**src/rtl/ex_stage.sv**
```systemverilog
// -----------------------------------------------------------------------------
// ex_stage : pipeline execute stage between the ID/EX and EX/MEM registers.
//
// Base ALU ops (AND, OR, ADD, SUB, SLT, NOR) take one cycle. MUL, DIVU and
// REMU run iteratively for N cycles and hold the upstream stages with stall.
// All results and the forwarded control groups are registered into EX/MEM.
//
// Ports
//   clk, rst_n        rising-edge clock, asynchronous active-low reset
//   in_valid, flush   live instruction in ID/EX / kill in-flight + incoming
//   ex_ctrl           {aluop[1:0], alusrc}; only alusrc is used here
//   mem_ctrl, wb_ctrl control groups forwarded to MEM / WB
//   alu_con           ALU operation code
//   rs1_data, rs2_data, imm, rd   operands, immediate, destination register
//   stall             hold ID/EX and earlier stages this cycle
//   out_valid, alu_result, store_data, rd_out, mem_ctrl_out, wb_ctrl_out,
//   zero, branch_taken  registered EX/MEM outputs
// -----------------------------------------------------------------------------
module ex_stage #(
    parameter int N = 32
) (
    input  logic         clk,
    input  logic         rst_n,
    input  logic         in_valid,
    input  logic         flush,
    input  logic [2:0]   ex_ctrl,
    input  logic [2:0]   mem_ctrl,
    input  logic [1:0]   wb_ctrl,
    input  logic [3:0]   alu_con,
    input  logic [N-1:0] rs1_data,
    input  logic [N-1:0] rs2_data,
    input  logic [N-1:0] imm,
    input  logic [4:0]   rd,
    output logic         stall,
    output logic         out_valid,
    output logic [N-1:0] alu_result,
    output logic [N-1:0] store_data,
    output logic [4:0]   rd_out,
    output logic [2:0]   mem_ctrl_out,
    output logic [1:0]   wb_ctrl_out,
    output logic         zero,
    output logic         branch_taken
);

    localparam logic [3:0] OP_AND  = 4'b0000;
    localparam logic [3:0] OP_OR   = 4'b0001;
    localparam logic [3:0] OP_ADD  = 4'b0010;
    localparam logic [3:0] OP_SUB  = 4'b0110;
    localparam logic [3:0] OP_SLT  = 4'b0111;
    localparam logic [3:0] OP_NOR  = 4'b1100;
    localparam logic [3:0] OP_MUL  = 4'b1000;
    localparam logic [3:0] OP_DIVU = 4'b1001;
    localparam logic [3:0] OP_REMU = 4'b1010;

    localparam int CNT_W = $clog2(N);

    typedef enum logic [1:0] {IDLE, BUSY, DONE} state_t;

    state_t             state_reg;
    logic [CNT_W-1:0]   cnt_reg;
    // a_reg: multiplier (shifts right) or dividend/quotient (shifts left)
    // b_reg: multiplicand (shifts left) or divisor (constant)
    // p_reg: product accumulator or partial remainder
    logic [N-1:0]       a_reg;
    logic [N-1:0]       b_reg;
    logic [N-1:0]       p_reg;
    logic [N-1:0]       st_reg;
    logic [3:0]         op_reg;
    logic [4:0]         rd_reg;
    logic [2:0]         mem_reg;
    logic [1:0]         wb_reg;

    logic [N-1:0]       op_b;
    logic               is_multi;
    logic [N-1:0]       alu_comb;
    logic [N-1:0]       multi_res;
    logic [N:0]         div_shift;
    logic [N:0]         div_trial;

    // aluop is decoded upstream into alu_con; it is carried but not consumed
    logic               unused_aluop;
    assign unused_aluop = ^ex_ctrl[2:1];

    assign op_b     = ex_ctrl[0] ? imm : rs2_data;
    assign is_multi = (alu_con == OP_MUL) || (alu_con == OP_DIVU) ||
                      (alu_con == OP_REMU);

    always_comb begin
        alu_comb = '0;
        case (alu_con)
            OP_AND:  alu_comb = rs1_data & op_b;
            OP_OR:   alu_comb = rs1_data | op_b;
            OP_ADD:  alu_comb = rs1_data + op_b;
            OP_SUB:  alu_comb = rs1_data - op_b;
            OP_SLT:  alu_comb = {{(N-1){1'b0}}, ($signed(rs1_data) < $signed(op_b))};
            OP_NOR:  alu_comb = ~(rs1_data | op_b);
            default: alu_comb = '0;
        endcase
    end

    // Restoring division step: shift next dividend bit into the remainder and
    // try subtracting the divisor; a borrow (MSB set) means restore.
    // With a zero divisor the trial never borrows, giving an all-ones
    // quotient and the dividend as remainder.
    assign div_shift = {p_reg, a_reg[N-1]};
    assign div_trial = div_shift - {1'b0, b_reg};

    assign multi_res = (op_reg == OP_DIVU) ? a_reg : p_reg;

    // No stall while in reset or while a flush is killing the pipe
    assign stall = rst_n && !flush &&
                   (((state_reg == IDLE) && in_valid && is_multi) ||
                    (state_reg == BUSY));

    always_ff @(posedge clk or negedge rst_n) begin
        if (!rst_n) begin
            state_reg    <= IDLE;
            cnt_reg      <= '0;
            a_reg        <= '0;
            b_reg        <= '0;
            p_reg        <= '0;
            st_reg       <= '0;
            op_reg       <= '0;
            rd_reg       <= '0;
            mem_reg      <= '0;
            wb_reg       <= '0;
            out_valid    <= 1'b0;
            alu_result   <= '0;
            store_data   <= '0;
            rd_out       <= '0;
            mem_ctrl_out <= '0;
            wb_ctrl_out  <= '0;
            zero         <= 1'b0;
            branch_taken <= 1'b0;
        end else if (flush) begin
            state_reg    <= IDLE;
            cnt_reg      <= '0;
            out_valid    <= 1'b0;
            mem_ctrl_out <= '0;
            wb_ctrl_out  <= '0;
            zero         <= 1'b0;
            branch_taken <= 1'b0;
        end else begin
            case (state_reg)
                IDLE: begin
                    if (in_valid && is_multi) begin
                        a_reg        <= rs1_data;
                        b_reg        <= op_b;
                        p_reg        <= '0;
                        st_reg       <= rs2_data;
                        op_reg       <= alu_con;
                        rd_reg       <= rd;
                        mem_reg      <= mem_ctrl;
                        wb_reg       <= wb_ctrl;
                        cnt_reg      <= '0;
                        state_reg    <= BUSY;
                        out_valid    <= 1'b0;
                        mem_ctrl_out <= '0;
                        wb_ctrl_out  <= '0;
                        zero         <= 1'b0;
                        branch_taken <= 1'b0;
                    end else if (in_valid) begin
                        out_valid    <= 1'b1;
                        alu_result   <= alu_comb;
                        store_data   <= rs2_data;
                        rd_out       <= rd;
                        mem_ctrl_out <= mem_ctrl;
                        wb_ctrl_out  <= wb_ctrl;
                        zero         <= (alu_comb == '0);
                        branch_taken <= mem_ctrl[0] && (alu_comb == '0);
                    end else begin
                        out_valid    <= 1'b0;
                        mem_ctrl_out <= '0;
                        wb_ctrl_out  <= '0;
                        zero         <= 1'b0;
                        branch_taken <= 1'b0;
                    end
                end
                BUSY: begin
                    if (op_reg == OP_MUL) begin
                        if (a_reg[0]) begin
                            p_reg <= p_reg + b_reg;
                        end
                        a_reg <= a_reg >> 1;
                        b_reg <= b_reg << 1;
                    end else begin
                        p_reg <= div_trial[N] ? div_shift[N-1:0] : div_trial[N-1:0];
                        a_reg <= {a_reg[N-2:0], ~div_trial[N]};
                    end
                    cnt_reg <= cnt_reg + 1'b1;
                    if (cnt_reg == CNT_W'(N-1)) begin
                        state_reg <= DONE;
                    end
                end
                DONE: begin
                    out_valid    <= 1'b1;
                    alu_result   <= multi_res;
                    store_data   <= st_reg;
                    rd_out       <= rd_reg;
                    mem_ctrl_out <= mem_reg;
                    wb_ctrl_out  <= wb_reg;
                    zero         <= (multi_res == '0);
                    branch_taken <= mem_reg[0] && (multi_res == '0);
                    state_reg    <= IDLE;
                end
                default: state_reg <= IDLE;
            endcase
        end
    end

endmodule

```
**config.mk**
```make
export PLATFORM = sky130hd
export DESIGN_NAME = ex_stage
export DESIGN_NICKNAME = d
export VERILOG_FILES = /design/src/rtl/ex_stage.sv
export SDC_FILE = /design/constraint.sdc
export NUM_CORES = 1
export LEC_CHECK = 0
export ABC_AREA = 0
export CAP_MARGIN = 20
export CELL_PAD_IN_SITES_DETAIL_PLACEMENT = 0
export CELL_PAD_IN_SITES_GLOBAL_PLACEMENT = 1
export CORE_ASPECT_RATIO = 0.6
export CORE_UTILIZATION = 45
export DETAILED_ROUTE_END_ITERATION = 8
export DONT_BUFFER_PORTS = 1
export GPL_TIMING_DRIVEN = 0
export PLACE_DENSITY = 0.86
export RECOVER_POWER = 50
export SYNTH_ARGS = -nofsm -noshare
export SYNTH_HDL_FRONTEND = slang
export SYNTH_SLANG_ARGS = --single-unit
```
**constraint.sdc**
```tcl
create_clock -name clk -period 7.87 [get_ports clk]
set_clock_uncertainty 0.1 [all_clocks]
set_input_delay 1.9675 -clock clk [delete_from_list [all_inputs] [get_ports clk]]
set_output_delay 1.9675 -clock clk [all_outputs]
set_load 0.01 [all_outputs]
```
==> results of run 1 <==
[cell usage after synthesis (18+ instances only)]
| cell type | number | area share [%] |
|---|---|---|
| o21ai_0 | 216 | 5.4 |
| xor2_1 | 24 | 1.0 |
| inv_1 | 148 | 2.7 |
| a21oi_1 | 260 | 6.4 |
| nand2b_1 | 30 | 0.93 |
| mux2_2 | 52 | 2.9 |
| nor2b_1 | 40 | 1.2 |
| clkbuf_1 | 115 | 2.1 |
| mux2i_1 | 125 | 6.2 |
| nand3_1 | 32 | 0.79 |
| buf_1 | 18 | 0.33 |
| o31ai_1 | 19 | 0.71 |
| ha_1 | 173 | 11 |
| a21o_1 | 40 | 1.5 |
| dfrtp_1 | 226 | 28 |
| o211ai_1 | 23 | 0.85 |
| a31oi_1 | 18 | 0.56 |
| a22oi_1 | 27 | 1.0 |
| a211oi_1 | 22 | 0.82 |
| nor2_1 | 204 | 3.8 |
| xnor2_1 | 53 | 2.3 |
| nand2_1 | 304 | 5.6 |
| nor3_1 | 38 | 0.94 |
[repair_timing]
item / 4_1_cts / 5_1_grt
setup endpoints to repair: 2 / 2
hold buffers: 0 / 0
resized for setup: 3 / 6
[power by group through the flow]
stage	registers, µW	clock network (µW)	logic, µW
3_3_place_gp	1670	0	1960
3_5_place_dp	1680	0	2000
2_1_floorplan	1580	0	1470
5_1_grt	1690	1240	2270
4_1_cts	1660	1190	2020
6_report	1670	1190	2090
[area by class of cell]
class                           count  area (µm²)  area share [%]
Antenna cell                        2        5.00          0.0229
Buffer                            141         552            2.53
Clock buffer                       29         618            2.83
Clock inverter                     10         153           0.700
Inverter                          152         571            2.62
Multi-Input combinational cell   2010       13500            61.7
Sequential cell                   226        5660            25.9
Tap cell                          579         724            3.32
Timing Repair Buffer                6        66.3           0.304
[logic make-up after synthesis]
family / share of synthesized area, %
compound gates: 25.4
simple gates: 17.5
buf+inv: 5.54
flops: 28.0
mux: 9.15
fa+ha+maj: 11.1
xor+xnor: 3.34
[path summary, 6_finish.rpt]
path / to / slack (ps) / cells past startpoint
setup / recovery: zero / 30 / 16
min in group asynchronous: store_data[31] / 1020 / 0
setup reg to reg: p_reg[7] / 1740 / 16
max in group asynchronous: alu_result[11] / 6250 / 0
hold reg to reg: op_reg[2] / 400 / 1
hold / removal: op_reg[2] / 400 / 1
[per-stage QoR]
step           setup slack, ps  setup TNS, ps  std cells  util (%)  hold slack, ps
5_1_grt                   18.6              0       3153      49.8             413
6_report                  26.0              0       3155      49.8             400
4_1_cts                   2.35              0       3152      49.8             397
3_3_place_gp             -1200          -5250       3108      47.8             369
2_1_floorplan             1440              0       2529         -             349
3_5_place_dp             -1020          -2050       3113      48.0             377
[routing by layer]
metal  global-route usage [%]  vias up  routed length, µm
li1                         -     9167                  -
met1                     55.8     9988              38800
met2                     47.7     1158              32100
met3                     11.1      124              11100
met4                     8.58        0               2130
met5                        0        -                  0
==> run_results.csv, run 1 <==
group,metric,value,unit
critical_path,crit_family,"compound AO/OA/AOI/OAI gates",
synth,post_synth_num_cell_types,89,
power,combPwrFrac,42.2,%
die,floorplan.die_area,45800,µm²
power,swShare,42.2,%
sta,rsz0062_at_grt,"false",
synth,ys.flop_type,"dfrtp_1",
die,start_util,46.2,%
critical_path,worstSetupStartpointType,"primary input",
power,seq_power_share,33.7,%
clock_network,cts_buffer_depth,3,
critical_path,crit_fanout,10,
synth,synth-edff-count,0,
finish,final_common_cell,"nand2_1",
clock_network,cts.root.buffer_cell,"clkbuf_16",
finish,n_fill_cell,4377,
run_status,status,"finished, final reports clean",
power,clock_power_share,24.1,%
sta,period_needed,7840,ps
die,dieWidth,276,µm
finish,layout_common_cells,"nand2_1 (304), a21oi_1 (260), dfrtp_1 (226), o21ai_0 (216), nor2_1 (204)",
power,total_power,4950,µW
synth,yosys_warnings,0,
synth,synthCells,2529,
global_route,globalRoute.totalOverflow,0,
global_route,grt_util_all_layers,36.1,%
power,power_leakage,0.00963,µW
sta,slew_headroom,19.7,%
clock_network,numCtsBuffers,23,
critical_path,path_buf_inv,3,
die,coreArea,43800,µm²
worst_hold_path,hold_start,"op_reg[2]",
clock_network,clk_pin_slew,70,ps
critical_path,max_stage_delay,870,ps
clock_network,cts.sinks,226,
critical_path,cp_common_cell,"a21oi_1",
placed_design,dpl-instance-area,21000,µm²
power,ir_drop,0.000134,V
power,p_sw,2090,µW
route,dr.first_iter.drc_count,2789,
critical_path,required,8240,ps
placed_design,port_buffers,0,
power,power_density,227,nW/µm²
critical_path,crit_chain,"clkbuf_1 > buf_2 > mux2i_2 > inv_1 > ha_1 > a21oi_1 > o22ai_1 > o41ai_2 > a2111oi_2 > o31ai_2 > o221a_2 > a21oi_1 > a2111oi_0 > nand4_1 > or4_1 > o21ai_1",
sta,hold_viol_final,0,
route,ant_nets,0,
clock_network,htree_levels,1,
synth,ys_async_sr_fraction,100,%
critical_path,r2r_start,"a_reg[31]",
power,p_int,2860,µW
sta,drv_slew,0,
synth,ys_seq_area_share,28.0,%
global_route,antenna_found_initial,1,
clock_network,postCtsSetupRepairBufs,0,
run,cap_violations,0,
sta,period_share,99.7,%
finish,drive_gt1_share,5.83,%
critical_path,endpoint_kind,"register",
critical_path,critical_path_class,"in -> reg",
placed_design,place_congestion,0.982,
sta,setup_violations,0,
route,drt-total-wl,84100,µm
synth,syn_nets,2823,
global_route,grt_pass1_wl,124000,µm
synth,synth_seq_cells,226,
critical_path,crit_slowest_cell,"a2111oi_0",
finish,fin_area,21800,µm²
die,rows,59,
die,pin_count,195,
finish,nets,2854,
global_route,grt_pass1_vias,18968,
global_route,grt_max_degree,228,
clock_network,tritoncts,"yes",
placed_design,dp_hpwl,67600,µm
route,routed_via_density,6.48,
worst_hold_path,worstHoldPathType,"reg -> reg",
critical_path,crit_start,"ex_ctrl[0]",
sta,tightest_slew,1200,ps
synth,syn_avg_cell_area,7.99,µm²
finish,area_delta_synth_final,7.96,%
route,routedWlPerCell,26.7,µm
clock_network,clock_latency,550,ps
die,fp.dieH,166,µm
synth,syn_area,20200,µm²
route,drt_first_pass_iters,7,
sta,fmax,127,MHz
route,num_vias,20437,
route,drc,0,
critical_path,cp.arrival,8210,ps
Note: power is estimated with default switching activity, not from simulation.
==> run 2, diff against run 1 <==
--- a/config.mk
+++ b/config.mk
@@ -10,12 +10,14 @@
 export CELL_PAD_IN_SITES_DETAIL_PLACEMENT = 0
 export CELL_PAD_IN_SITES_GLOBAL_PLACEMENT = 1
 export CORE_ASPECT_RATIO = 0.6
+export CORE_MARGIN = 8
 export CORE_UTILIZATION = 45
 export DETAILED_ROUTE_END_ITERATION = 8
 export DONT_BUFFER_PORTS = 1
 export GPL_TIMING_DRIVEN = 0
 export PLACE_DENSITY = 0.86
 export RECOVER_POWER = 50
+export SKIP_CTS_REPAIR_TIMING = 1
 export SYNTH_ARGS = -nofsm -noshare
 export SYNTH_HDL_FRONTEND = slang
 export SYNTH_SLANG_ARGS = --single-unit
==> run 2 against run 1 <==
- setup slack better by 54 ps
- first-iteration DRC count fell by 5.1%
- hold slack worse by 11 ps
- critical endpoint unchanged
==> run_results.csv, run 2 (synthesis results as in run 1) <==
group,metric,value,unit
global_route,grt_max_degree,228,
die,coreArea,44600,µm²
global_route,grt_util_all_layers,30.6,%
die,start_util,45.3,%
route,ant_nets,0,
die,dieWidth,290,µm
critical_path,required,8250,ps
critical_path,crit_fanout,7,
power,ir_drop,0.000140,V
finish,nets,2855,
clock_network,cts.root.buffer_cell,"clkbuf_16",
route,drc,0,
placed_design,port_buffers,0,
sta,hold_viol_final,0,
power,power_leakage,0.00965,µW
finish,seq_area,5660,µm²
critical_path,crit_start,"ex_ctrl[0]",
global_route,grt_pass1_vias,18983,
critical_path,crit_family,"compound AO/OA/AOI/OAI gates",
critical_path,critical_path_class,"in -> reg",
critical_path,crit_chain,"clkbuf_1 > buf_1 > buf_6 > mux2i_4 > inv_1 > ha_1 > fa_1 > nor2_1 > o311ai_1 > a2bb2oi_1 > a2bb2oi_1 > a311o_2 > a211oi_2 > a2111oi_1 > a211o_1 > or4_1 > or4_1 > o21ai_1",
placed_design,place_congestion,1.00,
sta,setup_violations,0,
finish,n_fill_cell,4307,
route,drt_first_pass_iters,7,
worst_hold_path,hold_start,"op_reg[2]",
clock_network,htree_levels,1,
die,floorplan.die_area,52200,µm²
clock_network,cts.sinks,226,
run_status,status,"finished, final reports clean",
sta,rsz0062_at_grt,"false",
clock_network,tritoncts,"yes",
route,routed_via_density,6.47,
global_route,globalRoute.totalOverflow,0,
clock_network,clk_pin_slew,70,ps
critical_path,max_stage_delay,520,ps
critical_path,crit_slowest_cell,"or4_1",
route,drt-total-wl,82800,µm
global_route,antenna_found_initial,3,
finish,multiInputGateArea,13500,µm²
critical_path,path_buf_inv,4,
worst_hold_path,worstHoldPathType,"reg -> reg",
sta,period_share,99.0,%
die,rows,60,
finish,layout_common_cells,"nand2_1 (304), a21oi_1 (260), dfrtp_1 (226), o21ai_0 (216), nor2_1 (204)",
sta,slew_headroom,24.0,%
die,fp.dieH,180,µm
placed_design,dp_hpwl,66700,µm
finish,area_delta_synth_final,8.37,%
route,routedWlPerCell,26.1,µm
clock_network,numCtsBuffers,23,
clock_network,cts_buffer_depth,3,
critical_path,endpoint_kind,"register",
route,dr.first_iter.drc_count,2648,
sta,drv_slew,0,
critical_path,cp.arrival,8170,ps
finish,final_common_cell,"nand2_1",
global_route,grt_pass1_wl,122000,µm
run,cap_violations,0,
clock_network,clock_latency,540,ps
die,pin_count,195,
critical_path,worstSetupStartpointType,"primary input",
placed_design,dpl-instance-area,21000,µm²
finish,drive_gt1_share,6.01,%
finish,fin_area,21900,µm²
sta,tightest_slew,1130,ps
sta,period_needed,7790,ps
critical_path,r2r_start,"a_reg[31]",
sta,fmax,128,MHz
power,power_density,228,nW/µm²
finish,finalCoreUtilization,49.1,%
route,num_vias,20489,
==> run 2: final cells by class <==
type                       instances  area share, %
clock inverter                    11          0.874
tap                              589           3.37
timing repair buffer               7          0.257
multi-input combinational       2010           61.5
inverter                         152           2.61
sequential                       226           25.8
clock buffer                      31           2.99
antenna                            1         0.0114
buffer                           141           2.51
==> run 2: worst paths after layout <==
kind	to	slack (ps)	cells past startpoint
min reg2reg	op_reg[2]	390	1
max	zero	80	18
min	op_reg[2]	390	1
min in group asynchronous	rd_out[0]	1020	0
max reg2reg	p_reg[2]	1880	16
max in group asynchronous	a_reg[5]	6200	0
==> run 2: power by group <==
group | total, µW | switching [µW] | internal (µW)
Sequential | 1670 | 274 | 1390
Clock | 1270 | 520 | 751
Combinational | 2060 | 1290 | 778
==> run 2: through the flow <==
stage | hold WS (ps) | setup slack (ps) | TNS (ps) | cells | total power (µW)
3_3_place_gp | 364 | -1020 | -3630 | 3118 | 3600
4_1_cts | 390 | -509 | -1020 | 3163 | 4920
6_report | 389 | 80.5 | 0 | 3168 | 5000
2_1_floorplan | 349 | 1440 | 0 | 2529 | 3050
5_1_grt | 412 | 8.06 | 0 | 3168 | 5260
3_5_place_dp | 377 | -1050 | -3990 | 3121 | 3660
==> run 2: routing by layer <==
| layer | vias up | global-route usage [%] | part of all wire, % |
|---|---|---|---|
| li1 | 9162 | - | - |
| met2 | 1189 | 39.9 | 38 |
| met1 | 10013 | 45.9 | 45 |
| met4 | 0 | 6.81 | 2.6 |
| met3 | 125 | 12.2 | 15 |
| met5 | - | 0 | 0 |
